File: src/rtl/spi_pkg.sv
// Shared definitions for the SPI target: FSM states, conf byte layout,
// filler byte and bit-order helpers.
package spi_pkg;

  typedef enum logic [1:0] {
    StIdle,
    StArm,
    StShift
  } spi_state_e;

  // Configuration byte layout, common with the SPI master.
  localparam int unsigned CONF_CS_POL    = 7;
  localparam int unsigned CONF_CPOL      = 6;
  localparam int unsigned CONF_CPHA      = 5;
  localparam int unsigned CONF_FIRST_BIT = 4;

  // Returned on MISO when the master clocks a byte that was never loaded.
  localparam logic [7:0] SPI_FILL_BYTE = 8'hFF;

  // Bit that goes out next: MSB when lsb_first=0, LSB otherwise.
  function automatic logic head_bit(input logic [7:0] v, input logic lsb_first);
    return lsb_first ? v[0] : v[7];
  endfunction

  // Drop the head bit and move the next one into head position.
  function automatic logic [7:0] advance(input logic [7:0] v, input logic lsb_first);
    return lsb_first ? {1'b0, v[7:1]} : {v[6:0], 1'b0};
  endfunction

endpackage

File: src/rtl/spi_sync.sv
// Multi-flop synchronizer for one SPI pin with registered rise/fall pulses.
// The reset value is an input so the chain comes out of reset at the pin's
// idle level and produces no spurious edge or chip-select event.
module spi_sync #(
  parameter int unsigned SYNC_STAGES = 2
) (
  input  logic clk,
  input  logic rst,
  input  logic din,
  input  logic rst_val,
  output logic level,
  output logic rise,
  output logic fall
);

  logic [SYNC_STAGES-1:0] chain;
  logic                   prev;

  // Shift the pin through the chain and register edge pulses off the last stage.
  always_ff @(posedge clk) begin
    if (rst) begin
      chain <= {SYNC_STAGES{rst_val}};
      prev  <= rst_val;
      rise  <= 1'b0;
      fall  <= 1'b0;
    end else begin
      chain <= {chain[SYNC_STAGES-2:0], din};
      prev  <= chain[SYNC_STAGES-1];
      rise  <= chain[SYNC_STAGES-1] & ~prev;
      fall  <= ~chain[SYNC_STAGES-1] & prev;
    end
  end

  assign level = chain[SYNC_STAGES-1];

endmodule

File: src/rtl/spi_slave.sv
// SPI target: 8-bit frames, all pins oversampled in the clk domain.
// One-byte TX holding register and one-byte RX register with valid/ack.
// Optional: define SPI_SLAVE_OVERRUN_EN to enable the sticky rx_ovr flag;
// otherwise rx_ovr is tied to 0.
module spi_slave
  import spi_pkg::*;
#(
  parameter int unsigned SYNC_STAGES = 2
) (
  input  logic       clk,
  input  logic       rst,
  input  logic [7:0] conf,
  input  logic [7:0] tx_data,
  input  logic       tx_load,
  output logic       tx_empty,
  output logic [7:0] rx_data,
  output logic       rx_valid,
  input  logic       rx_ack,
  output logic       rx_ovr,
  output logic       busy,
  input  logic       spi_clk,
  input  logic       spi_mosi,
  output logic       spi_miso,
  input  logic       spi_cs_n
);

  logic sck_level, sck_rise, sck_fall;
  logic mosi_level, mosi_rise, mosi_fall;
  logic cs_level, cs_rise, cs_fall;

  spi_sync #(.SYNC_STAGES(SYNC_STAGES)) u_sync_sck (
    .clk     (clk),
    .rst     (rst),
    .din     (spi_clk),
    .rst_val (conf[CONF_CPOL]),
    .level   (sck_level),
    .rise    (sck_rise),
    .fall    (sck_fall)
  );

  spi_sync #(.SYNC_STAGES(SYNC_STAGES)) u_sync_mosi (
    .clk     (clk),
    .rst     (rst),
    .din     (spi_mosi),
    .rst_val (1'b0),
    .level   (mosi_level),
    .rise    (mosi_rise),
    .fall    (mosi_fall)
  );

  spi_sync #(.SYNC_STAGES(SYNC_STAGES)) u_sync_cs (
    .clk     (clk),
    .rst     (rst),
    .din     (spi_cs_n),
    .rst_val (~conf[CONF_CS_POL]),
    .level   (cs_level),
    .rise    (cs_rise),
    .fall    (cs_fall)
  );

  logic unused_sigs;
  assign unused_sigs = ^{conf[3:0], sck_level, mosi_rise, mosi_fall, cs_rise, cs_fall};

  spi_state_e state;
  logic [2:0] bit_cnt;
  logic [7:0] shift_tx;
  logic [7:0] shift_rx;
  logic [7:0] hold;
  logic       cpol_q, cpha_q, lsb_q;

  logic       cs_active;
  logic       lead_ev, trail_ev, sample_ev, drive_ev;
  logic [7:0] rx_next;
  logic [7:0] reload_byte;
  logic       arm_lsb;

  // Edge classification and datapath next values.
  always_comb begin
    cs_active   = (cs_level == conf[CONF_CS_POL]);  // cs_pol stays live
    lead_ev     = cpol_q ? sck_fall : sck_rise;
    trail_ev    = cpol_q ? sck_rise : sck_fall;
    sample_ev   = cpha_q ? trail_ev : lead_ev;
    drive_ev    = cpha_q ? lead_ev : trail_ev;
    rx_next     = lsb_q ? {mosi_level, shift_rx[7:1]} : {shift_rx[6:0], mosi_level};
    reload_byte = tx_empty ? SPI_FILL_BYTE : hold;
    arm_lsb     = conf[CONF_FIRST_BIT];
  end

`ifdef SPI_SLAVE_OVERRUN_EN
  logic ovr_q;
  assign rx_ovr = ovr_q;
`else
  assign rx_ovr = 1'b0;
`endif

  assign busy = (state != StIdle);

  // FSM plus TX holding and RX registers; later assignments win on collisions.
  always_ff @(posedge clk) begin
    if (rst) begin
      state    <= StIdle;
      bit_cnt  <= 3'd0;
      shift_tx <= 8'h00;
      shift_rx <= 8'h00;
      hold     <= 8'h00;
      tx_empty <= 1'b1;
      rx_data  <= 8'h00;
      rx_valid <= 1'b0;
      spi_miso <= 1'b0;
      cpol_q   <= 1'b0;
      cpha_q   <= 1'b0;
      lsb_q    <= 1'b0;
`ifdef SPI_SLAVE_OVERRUN_EN
      ovr_q    <= 1'b0;
`endif
    end else begin
      if (rx_ack) begin
        rx_valid <= 1'b0;
`ifdef SPI_SLAVE_OVERRUN_EN
        ovr_q    <= 1'b0;
`endif
      end

      unique case (state)
        StIdle: begin
          spi_miso <= 1'b0;
          bit_cnt  <= 3'd0;
          if (cs_active) state <= StArm;
        end

        StArm: begin
          cpol_q   <= conf[CONF_CPOL];
          cpha_q   <= conf[CONF_CPHA];
          lsb_q    <= arm_lsb;
          tx_empty <= 1'b1;
          bit_cnt  <= 3'd0;
          shift_rx <= 8'h00;
          if (!conf[CONF_CPHA]) begin
            // CPHA=0: first bit must be on the pin before the first leading edge.
            spi_miso <= head_bit(reload_byte, arm_lsb);
            shift_tx <= advance(reload_byte, arm_lsb);
          end else begin
            shift_tx <= reload_byte;
          end
          state <= StShift;
        end

        StShift: begin
          if (!cs_active) begin
            state    <= StIdle;
            spi_miso <= 1'b0;
            bit_cnt  <= 3'd0;
          end else if (drive_ev) begin
            spi_miso <= head_bit(shift_tx, lsb_q);
            shift_tx <= advance(shift_tx, lsb_q);
          end else if (sample_ev) begin
            shift_rx <= rx_next;
            if (bit_cnt == 3'd7) begin
              rx_data  <= rx_next;
              rx_valid <= 1'b1;
`ifdef SPI_SLAVE_OVERRUN_EN
              if (rx_valid && !rx_ack) ovr_q <= 1'b1;
`endif
              bit_cnt  <= 3'd0;
              // Reload without driving; the next drive edge shows the new head bit.
              shift_tx <= reload_byte;
              tx_empty <= 1'b1;
            end else begin
              bit_cnt <= bit_cnt + 3'd1;
            end
          end
        end

        default: state <= StIdle;
      endcase

      if (tx_load) begin
        hold     <= tx_data;
        tx_empty <= 1'b0;
      end
    end
  end

endmodule

File: config.mk
export PLATFORM = sky130hd
export DESIGN_NAME = spi_slave
export DESIGN_NICKNAME = d
export VERILOG_FILES = /design/src/rtl/spi_pkg.sv /design/src/rtl/spi_sync.sv /design/src/rtl/spi_slave.sv
export SDC_FILE = /design/constraint.sdc
export NUM_CORES = 1
export LEC_CHECK = 0
export BUFFER_PORTS_ARGS = -buffer_cell sky130_fd_sc_hd__buf_2
export CAP_MARGIN = 20
export CORE_ASPECT_RATIO = 0.75
export CORE_UTILIZATION = 40
export CTS_CLUSTER_DIAMETER = 40
export DETAILED_ROUTE_END_ITERATION = 8
export PLACE_DENSITY_LB_ADDON = 0.15
export SLEW_MARGIN = 0
export SYNTH_ARGS = -nofsm -noshare
export SYNTH_HDL_FRONTEND = slang
export SYNTH_SLANG_ARGS = --single-unit
File: constraint.sdc
create_clock -name clk -period 2.4 [get_ports clk]
set_input_delay 0.48 -clock clk [delete_from_list [all_inputs] [get_ports clk]]
set_output_delay 0.48 -clock clk [all_outputs]
set_load 0.005 [all_outputs]
# Word-level counts from Yosys, hierarchy flattened
# Index checks and enable logic that the tools add are counted.
# totals
output_inout_bits	13
inputBits	23
wordCells	105
regBits	52
# op_classes
bitwise	6
n_mux	47
n_reduce_logical	14
eq_ne	19
n_addsub	1
# op_table
operator	count
2-to-1 mux 8 bit	12
one-hot mux 8 bit (2 select lines)	2
!= test 3 bit, second input constant	9
2-to-1 mux 1 bit	21
2-to-1 mux 3 bit	4
!= test 2 bit, second input constant	6
AND reduction 5 bit	2
2-to-1 mux 2 bit	4
AND reduction 4 bit	2
one-hot mux 2 bit (3 select lines)	1
one-hot mux 3 bit (2 select lines)	1
AND reduction 3 bit	2
nonzero test 2 bit	3
nonzero test 3 bit	2
NOT 1 bit	4
adder 3 x 1 -> 3 bit, second input constant	1
== test 3 bit, second input constant	1
one-hot mux 1 bit (3 select lines)	1
AND 1 bit	2
== test 2 x 1 -> 1 bit, second input constant	1
== test 2 bit, second input constant	1
zero test 2 bit	1
one-hot mux 1 bit (2 select lines)	1
AND reduction 2 bit	1
2 further kinds	2

# Longest topological paths before layout
# Gate-level depths: netlist (run 1).
# depth
depth_word	7
depth_mapped	8

# Cells and area by module
# From an unflattened synthesis (run 1), not the netlist that was laid out.
# unflattened
cells_unflattened	259
area_unflattened_um2	2738.9
# modules_own_cells
mod	cells_each	seq_area_each_um2	area_each_um2	n_inst
spi_slave	229	860.8	2292.2	1
spi_sync	10	100.1	148.9	3

# Worst setup path after synthesis (run 1)
# No wires, ideal clock.
# synth_timing
kind	reg2reg
startpoint	register state[0]
endpoint	register shift_tx[1]
period_less_slack_ns	1.749
path_buffers	1
setup_slack_ns	0.651
arrival_ns	1.689
path_stages_with_launch	8
path_cell_list	dfxtp_1 -> inv_1 -> ha_1 -> clkbuf_1 -> nor2b_1 -> a22o_1 -> a222oi_1 -> a22o_1
# synth_via
elab_chain_cells	3
elab_cells_between_ends	8
cone_classes	5 x eq/ne; 1 x mux; 2 x reduce/logical
# synth_rtl
item	line	rtl
from (decl)	spi_slave.sv:64	spi_state_e state;
from (signal assigned)	spi_slave.sv:101	state <= StIdle;
from (signal assigned)	spi_slave.sv:128	if (cs_active) state <= StArm;
from (signal assigned)	spi_slave.sv:145	state <= StShift;
== test 2 bit / == test 2 x 1 -> 1 bit (equally long branches)	spi_slave.sv:124	unique case (state)
!= test 3 bit (no line) (tied with other cells)	-	
AND reduction 4 bit (no line)	-	
to (signal assigned)	spi_slave.sv:141	shift_tx <= advance(reload_byte, arm_lsb);
to (signal assigned)	spi_slave.sv:143	shift_tx <= reload_byte;
to (signal assigned)	spi_slave.sv:155	shift_tx <= advance(shift_tx, lsb_q);
to (decl)	spi_slave.sv:66	logic [7:0] shift_tx;
# Parallel ways exist; a longest one is shown, timed or not.
# A chain may end at the register's enable or synchronous reset.

# Worst setup path in the final report (run 1)
# layout_timing
startpoint	register state[0]
endpoint	register shift_rx[1]
# layout_via
elab_chain_cells	3
elab_cells_between_ends	8
cone_classes	5 x eq/ne; 1 x mux; 2 x reduce/logical
# layout_rtl
item	line	rtl
== test 2 bit / == test 2 x 1 -> 1 bit (equally long branches)	spi_slave.sv:124	
!= test 2 bit (no line) / nonzero test 2 bit (equally long branches)	-	
AND reduction 4 bit (no line)	-	
to (signal assigned)	spi_slave.sv:157	shift_rx <= rx_next;
to (decl)	spi_slave.sv:67	logic [7:0] shift_rx;
# Parallel ways exist; a longest one is shown, timed or not.

==> results of run 1 <==
critical path, stage by stage (launching register included):
cell and delay (ns):
dfxtp_1 0.36, inv_1 0.13, ha_1 0.41, nand2_1 0.17, or4b_1 0.67, o2bb2ai_1 0.19
state kept, by name, indices dropped and copies added (netlist names), 2 cells and up:
signal / cells
hold: 8
rx_data: 8
shift_rx: 8
shift_tx: 8
bit_cnt: 3
state: 2
u_sync_cs.chain: 2
u_sync_mosi.chain: 2
u_sync_sck.chain: 2
stage by stage:
stage          hold slack (ns)  instance area [sq um]
3_3_place_gp             0.394                   2630
2_1_floorplan            0.384                   2420
4_1_cts                  0.374                   2740
3_5_place_dp             0.395                   2630
6_report                 0.384                   2740
5_1_grt                  0.376                   2740
cells in the final DEF, fill, tap and decap left out, types with 2 or more instances in the layout:
master	n
a211oi_1	8
a21oi_1	3
a222oi_1	5
a22o_1	6
a22oi_1	4
a32o_1	3
buf_2	30
buf_4	6
clkbuf_8	5
dfxtp_1	52
ha_1	8
inv_1	15
mux2_2	3
mux2i_1	36
nand2_1	5
nand2b_1	5
nor2_1	32
nor2b_1	8
nor3_1	3
o21ai_0	9
o22ai_1	2
o2bb2ai_1	8
worst max-delay path by stage:
stage / startpoint / slack, ns / cells past startpoint / end
CTS: state[0] / 0.43 / 5 / shift_rx[0]
finish: state[0] / 0.41 / 5 / shift_rx[1]
global route: state[0] / 0.27 / 5 / shift_rx[0]
floorplan: state[0] / 0.65 / 7 / shift_tx[1]
detailed placement: state[0] / 0.44 / 6 / shift_tx[5]
global placement: state[0] / 0.46 / 6 / shift_tx[5]
final cells by class:
cell class	instances	area (sq um)
Clock buffer	5	68.8
Tap cell	78	97.6
Multi-Input combinational cell	166	1240
Fill cell	585	3080
Clock inverter	3	42.5
Inverter	15	56.3
Sequential cell	52	1040
Timing Repair Buffer	36	195
metal layers:
layer  share of wire, %  vias up  global-route usage, %
met5                  0        -                      0
met3                4.4        2                   4.28
met1                 54      816                   24.3
met4               0.63        0                   4.69
met2                 41       37                   22.6
li1                   -      942                      -
report_power, final:
part | switching [W] | total [W] | internal (W)
clock network | 0.000287 | 0.000596 | 0.000309
logic | 0.000273 | 0.000534 | 0.000260
registers | 0.0000902 | 0.00104 | 0.000952
logic make-up (layout without fill, tap and decap cells):
| family | count (synthesis) | in the layout |
|---|---|---|
| and+or+nand+nor | 59 | 59 |
| AOI/OAI and AO/OA | 56 | 56 |
| DFF | 52 | 52 |
| muxes | 39 | 39 |
| buffers and inverters | 31 | 59 |
| adders and majority gates | 8 | 8 |
| xor gates and xnor gates | 3 | 3 |
| other | 1 | 1 |
==> flow_summary_export.csv, run 1 <==
group,metric,value,unit
outcome,status,"finished, final reports clean",
worst_setup_path,rrSetupSlack,0.41,ns
sta,fmax,0.501,GHz
detailed_routing,vias,1797,
layout,layout-drive-gt1-share,18.1,%
sta,fin_setup_tns,0,ns
sta,worst_pin_slew,0.640,ns
worst_setup_path,r2r-start,"state[0]",
sta,finalMaxSlewViolations,0,
clock_network,htreeDepth,2,
clock_network,cts_buffers,5,
logic_synthesis,synth-simple-area-share,11.7,%
clock_network,cts_resized,0,
floorplanning,core_area,5830,sq um
floorplanning,die-height,69.3,um
worst_setup_path,reg2regPathDepth,5,
logic_synthesis,synth.area.mux_share,16.3,%
grt,grt_pass1_wl,8.20,mm
sta,fin_crit,1.99,ns
clock_network,cts.sinks,52,
logic_synthesis,synthCells,249,
logic_synthesis,syn_area,2420,sq um
logic_synthesis,ys_warn_count,0,
worst_hold_path,hold_path_end,"u_sync_mosi.chain[0]",
floorplanning,row_count,24,
layout,area_delta_synth_final,13.5,%
worst_hold_path,whs_path_depth,2,
pwr,ir_worst_vdd,0.000448,V
logic_synthesis,synth_compound_area_share,17.7,%
layout,final_nets,307,
job,cap_violations,0,
worst_setup_path,r2r_end,"shift_rx[1]",
logic_synthesis,synth_area_leader_cell,"dfxtp_1",
worst_hold_path,hp-class,"input port to register",
clock_network,cts.clk_slew.worst_paths,0.09,ns
clock_network,cts_hold_buf,0,
logic_synthesis,synth-edff-count,0,
sta,finalClockSkew,0.00859,ns
sta,hold_violations,0,
grt,grt_util_all_layers,16.2,%
detailed_routing,drt_iter0_drc,89,
clock_network,cts-root-buf,"clkbuf_8",
placement,pre_cts_ws,0.442,ns
sta,grt_setup_unrepaired,"false",
pwr,p_total,0.00217,W
logic_synthesis,synth.most_common_cell,"dfxtp_1",
floorplanning,die_area,6360,sq um
logic_synthesis,ys.flop_type,"dfxtp_1",
pwr,power.leakage,1.13,nW
logic_synthesis,synthDistinctLibCells,42,
placement,dpl.cell_count,347,
placement,gp_congestion,0.755,
detailed_routing,wl_per_cell,13.4,um
logic_synthesis,avgSynthCellArea,9.71,sq um
logic_synthesis,synth_top_family_by_area,"compound AO/OA/AOI/OAI gates",
floorplanning,start_util,41.5,%
logic_synthesis,synth_top_area_share,43.1,%
worst_setup_path,cp_max_fo,13,
placement,dp_hpwl,3.41,mm
layout,fin_cells,355,
detailed_routing,drtPass1Iterations,4,
grt,antenna_found_initial,0,
clock_network,post-cts-setup-buffers,0,
floorplanning,io_pins,36,
detailed_routing,routed_via_density,5.06,
logic_synthesis,ys_ff_latch,52,
sta,min_period_over_period,83.1,%
worst_hold_path,min_from,"spi_mosi",
pwr,p_per_area,792,nW/um^2
logic_synthesis,synthArstFlopShare,0,%
logic_synthesis,synth_adder_area_share,4.14,%
layout,n_antenna_cell,0,
clock_network,cts_buffer_depth,2,
worst_setup_path,startpoint_type,"register",
worst_setup_path,path_class,"register to register",
detailed_routing,ant_nets,0,
logic_synthesis,ys_top_cells_by_count,"dfxtp_1, mux2i_1, nor2_1",
layout,post-route-util,47.1,%
sta,finalSetupViolCount,0,
clock_network,tritoncts,"built",
clock_network,clkLatencyLatePin,0.31,ns
grt,grt_max_degree,33,
floorplanning,die_w,91.8,um
worst_setup_path,required,2.64,ns
detailed_routing,routed_wl,4.76,mm
sta,relSlewSlack,57.0,%
logic_synthesis,ys_top_cells_by_area,"dfxtp_1, mux2i_1, nor2_1",
sta,timing.final.ws_setup,0.406,ns
worst_setup_path,endpoint_kind,"register",
logic_synthesis,syn-num-nets,280,
grt,grt_pass1_vias,1630,
logic_synthesis,synth_xor_area_share,1.40,%
detailed_routing,drc_errors,0,
placement,numPortBuffers,30,
worst_setup_path,arrival,2.24,ns
logic_synthesis,synth-seq-area-share,43.1,%
grt,grt-ovfl-total,0,
No activity file was read; power rests on OpenSTA's default activity.
==> run 2: changes to the inputs <==
Clock period 2.4 ns to 1.7 ns, I/O delays scaled along.
==> run 2 against run 1 <==
The flow now finishes with violations (negative setup slack). Non-clock buffer count rose by 18. Sequential share of layout area fell by 3.3 points. Via count rose by 5.1%. Setup slack got worse by 0.44 ns. Largest power group unchanged. Critical endpoint is now shift_tx[3].
==> flow_summary_export.csv, run 2 (same netlist as run 1, synthesis figures left out) <==
group,metric,value,unit
job,cap_violations,0,
grt,grt_pass1_wl,8.43,mm
clock_network,clkLatencyLatePin,0.30,ns
clock_network,cts.clk_slew.worst_paths,0.09,ns
sta,grt_setup_unrepaired,"true",
pwr,p_total,0.00333,W
sta,hold_violations,0,
placement,numPortBuffers,30,
placement,dp_hpwl,3.50,mm
detailed_routing,routed_wl,4.95,mm
clock_network,cts_buffers,5,
detailed_routing,drc_errors,0,
layout,fillers,564,
layout,fin_area,3040,sq um
detailed_routing,routed_via_density,5.06,
floorplanning,die_area,6360,sq um
detailed_routing,wl_per_cell,13.3,um
grt,grt_util_all_layers,16.5,%
layout,layout-drive-gt1-share,30.8,%
placement,pre_cts_ws,-0.119,ns
sta,timing.final.ws_setup,-0.0351,ns
worst_setup_path,endpoint_kind,"register",
sta,finalClockSkew,0.00872,ns
placement,dpl.cell_count,363,
clock_network,cts_buffer_depth,2,
worst_hold_path,whs_path_depth,2,
clock_network,htreeDepth,2,
clock_network,cts_hold_buf,0,
floorplanning,io_pins,36,
worst_setup_path,cp_max_fo,6,
placement,place_area,2780,sq um
layout,n_antenna_cell,0,
floorplanning,die_w,91.8,um
worst_hold_path,hp-class,"input port to register",
layout,layout_common_cells,"dfxtp_1, mux2i_1, nor2_1, buf_2, buf_4",
worst_setup_path,startpoint_type,"register",
worst_setup_path,path_class,"register to register",
layout,fin_cells,373,
detailed_routing,drtPass1Iterations,4,
layout,final_common_cell,"dfxtp_1",
layout,post-route-util,52.1,%
clock_network,tritoncts,"built",
layout,area_delta_synth_final,25.6,%
worst_setup_path,arrival,1.98,ns
sta,finalSetupViolCount,5,
outcome,status,"finished, violations left",
pwr,ir_worst_vdd,0.000635,V
sta,min_period_over_period,102,%
detailed_routing,vias,1888,
clock_network,cts.sinks,52,
detailed_routing,drt_iter0_drc,94,
sta,finalMaxSlewViolations,0,
worst_setup_path,reg2regPathDepth,5,
layout,final_nets,325,
floorplanning,die-height,69.3,um
floorplanning,start_util,41.5,%
placement,gp_congestion,0.756,
sta,fin_crit,1.74,ns
pwr,power.leakage,1.24,nW
pwr,p_per_area,1100,nW/um^2
grt,grt-ovfl-total,0,
detailed_routing,ant_nets,0,
floorplanning,core_area,5830,sq um
grt,grt_pass1_vias,1796,
sta,fmax,0.576,GHz
clock_network,cts-root-buf,"clkbuf_8",
worst_setup_path,required,1.95,ns
floorplanning,row_count,24,
grt,antenna_found_initial,0,
outcome,violations,"negative setup slack",
grt,grt_max_degree,34,
==> run 2: metal layers <==
layer / vias to the layer above / wire [um] / global-route usage, %
met2: 31 / 2090 / 24.8
met3: 5 / 151 / 4.39
met1: 877 / 2670 / 23.8
li1: 975 / - / -
met5: - / 0 / 0
met4: 0 / 43 / 3.65
==> run 2: area by class of cell <==
type | count | area (sq um) | area share (%)
Clock buffer | 5 | 68.8 | 2.27
Clock inverter | 3 | 42.5 | 1.40
Inverter | 15 | 56.3 | 1.85
Multi-Input combinational cell | 166 | 1360 | 44.7
Sequential cell | 52 | 1050 | 34.7
Tap cell | 78 | 97.6 | 3.21
Timing Repair Buffer | 54 | 363 | 11.9
==> run 2: stage by stage <==
step	setup TNS, ns	hold WS (ns)
2_1_floorplan	0	0.384
3_3_place_gp	-0.921	0.395
3_5_place_dp	-0.989	0.407
4_1_cts	-0.0269	0.247
5_1_grt	-1.42	0.239
6_report	-0.129	0.246
==> run 2: timing repair <==
item                                    4_1_cts  5_1_grt
pin swaps                                    11        1
gates resized for setup                      16       16
endpoints found under the setup margin       16       32
setup buffers                                 2        1
==> run 2: power by group <==
part | internal, W | switching (W) | leakage, nW
Clock | 0.000436 | 0.000399 | 0.0541
Sequential | 0.00135 | 0.000112 | 0.429
Combinational | 0.000544 | 0.000483 | 0.761
==> run 2: worst paths after layout <==
check	startpoint	end	slack, ns
hold reg to reg	u_sync_sck.chain[1]	u_sync_sck.fall	0.42
setup reg to reg	cpol_q	shift_tx[3]	-0.04
setup / recovery	cpol_q	shift_tx[3]	-0.04
hold / removal	spi_mosi	u_sync_mosi.chain[0]	0.25
==> run 2: worst max-delay path, cell delays in order (launching register included) <==
cell and delay (ns):
dfxtp_4 0.37, xnor2_4 0.23, mux2i_2 0.40, nor2b_2 0.13, a222oi_1 0.38, a22o_1 0.18
==> run 3: changes to the inputs <==
Settings changed: BUFFER_PORTS_ARGS -buffer_cell sky130_fd_sc_hd__buf_2 to unset, CTS_BUF_LIST set to sky130_fd_sc_hd__clkbuf_8, DONT_BUFFER_PORTS set to 1, MAX_ROUTING_LAYER set to met4.
==> run 3 against run 2 <==
The run still ends with negative setup slack left. Worst hold slack lost 0.16 ns. Core utilization shrank 0.58 points. Largest cell class unchanged. Power shrank 0.13%. First-iteration DRC count grew to 2.8 times the previous value. Sequential power is essentially flat. Largest power group unchanged.
==> flow_summary_export.csv, run 3 (same netlist as run 1, synthesis figures left out) <==
group,metric,value,unit
worst_setup_path,cp_max_fo,6,
sta,hold_violations,0,
grt,grt_pass1_wl,8.45,mm
pwr,switching_share,29.7,%
detailed_routing,drt_iter0_drc,265,
job,cap_violations,0,
detailed_routing,wl_per_cell,15.7,um
layout,layout-drive-gt1-share,30.1,%
placement,numPortBuffers,0,
grt,grt-ovfl-total,0,
detailed_routing,drtPass1Iterations,4,
worst_setup_path,arrival,1.97,ns
pwr,p_per_area,1110,nW/um^2
worst_setup_path,endpoint_kind,"register",
floorplanning,die_w,91.8,um
layout,fillers,569,
grt,antenna_found_initial,0,
clock_network,cts_buffers,5,
detailed_routing,vias,1857,
sta,finalSetupViolCount,6,
clock_network,cts_hold_buf,0,
sta,fmax,0.582,GHz
pwr,p_switching,0.000987,W
detailed_routing,routed_via_density,5.31,
grt,grt_pass1_vias,1681,
worst_setup_path,startpoint_type,"register",
grt,grt_max_degree,42,
pwr,seq_power_share,44.3,%
pwr,combPwrFrac,30.3,%
floorplanning,io_pins,36,
pwr,pwr-share-clk,25.4,%
floorplanning,row_count,24,
layout,final_common_cell,"dfxtp_1",
placement,dp_hpwl,3.65,mm
clock_network,cts_buffer_depth,2,
sta,holdWs,0.0902,ns
pwr,ir_worst_vdd,0.000655,V
sta,min_period_over_period,101,%
sta,timing.final.ws_setup,-0.0196,ns
outcome,status,"finished, violations left",
layout,layout_common_cells,"dfxtp_1, mux2i_1, buf_4",
worst_hold_path,hp-class,"input port to register",
clock_network,cts.clk_slew.worst_paths,0.10,ns
worst_setup_path,required,1.95,ns
outcome,violations,"negative setup slack",
pwr,power.leakage,1.19,nW
grt,grt_util_all_layers,17.4,%
layout,post-route-util,51.5,%
placement,gp_congestion,0.801,
layout,area_delta_synth_final,24.2,%
floorplanning,start_util,41.5,%
pwr,p_int,0.00233,W
clock_network,htreeDepth,2,
clock_network,cts.sinks,52,
sta,grt_setup_unrepaired,"true",
clock_network,clkLatencyLatePin,0.30,ns
sta,fin_crit,1.72,ns
detailed_routing,ant_nets,0,
clock_network,cts-root-buf,"clkbuf_8",
layout,final_nets,302,
detailed_routing,drc_errors,0,
layout,n_antenna_cell,0,
clock_network,tritoncts,"built",
detailed_routing,routed_wl,5.48,mm
sta,finalMaxSlewViolations,0,
floorplanning,core_area,5830,sq um
worst_setup_path,path_class,"register to register",
sta,finalClockSkew,0.0112,ns
floorplanning,die_area,6360,sq um
floorplanning,die-height,69.3,um
-- run 3: cell types whose count changed in the layout (fill, tap and decap cells not counted), moves of 2 or more --
cell	before	now
buf_6	2	5
buf_12	2	0
a211oi_2	0	7
buf_4	20	26
nor2_1	30	24
nor2_2	0	5
a211oi_1	8	1
buf_2	30	0
-- run 3: path summary, 6_finish.rpt --
path / start / to / slack (ns) / cells after the start
worst max register to register: cpha_q / shift_tx[2] / -0.02 / 5
worst min register to register: u_sync_sck.prev / u_sync_sck.rise / 0.40 / 1
worst max-delay path: cpha_q / shift_tx[2] / -0.02 / 5
worst min-delay path: rst / rx_data[0] / 0.09 / 1
-- run 3: metrics by stage --
step | total power [W] | cell area [sq um] | instances | setup TNS, ns | setup WS [ns]
after floorplan | 0.00205 | 2420 | 249 | 0 | 0.00990
after detailed placement | 0.00236 | 2650 | 339 | -0.836 | -0.119
after CTS | 0.00328 | 2820 | 347 | -0.174 | -0.0333
final | 0.00332 | 3000 | 350 | -0.0518 | -0.0196
after global routing | 0.00351 | 3000 | 350 | -1.21 | -0.125
after global placement | 0.00235 | 2650 | 339 | -0.784 | -0.130
-- run 3: per-layer routing --
layer	track usage (%)	routed length (um)	vias up
li1	-	-	930
met1	27.4	3070	881
met2	21.1	2150	40
met3	4.28	209	6
met4	5.21	53	0
met5	-	0	-
-- run 3: layout make-up --
class | instances | area (sq um) | share of cell area (%)
Clock inverter | 3 | 42.5 | 1.42
Inverter | 15 | 56.3 | 1.88
Tap cell | 78 | 97.6 | 3.25
Clock buffer | 5 | 68.8 | 2.29
Timing Repair Buffer | 31 | 251 | 8.37
Multi-Input combinational cell | 166 | 1430 | 47.7
Sequential cell | 52 | 1050 | 35.1
-- run 3: timing repair --
item / CTS / global route
setup endpoints to repair: 16 / 22
buffers inserted: 1 / 1
resized for setup: 17 / 40
cloned: 0 / 2
pin swaps: 11 / 22
-- run 3: critical path, stage by stage (launching register included) --
cell and delay [ns]:
dfxtp_4 0.37, xnor2_4 0.28, mux2i_4 0.13, a22o_2 0.29, a222oi_1 0.41, a22o_1 0.19
-- run 3: power by group through the flow --
stage / Sequential [W] / Combinational, W / Clock, W
2_1_floorplan: 0.00145 / 0.000598 / 0
3_3_place_gp: 0.00148 / 0.000871 / 0
3_5_place_dp: 0.00148 / 0.000876 / 0
4_1_cts: 0.00147 / 0.000944 / 0.000869
5_1_grt: 0.00149 / 0.00109 / 0.000927
6_report: 0.00147 / 0.00100 / 0.000844
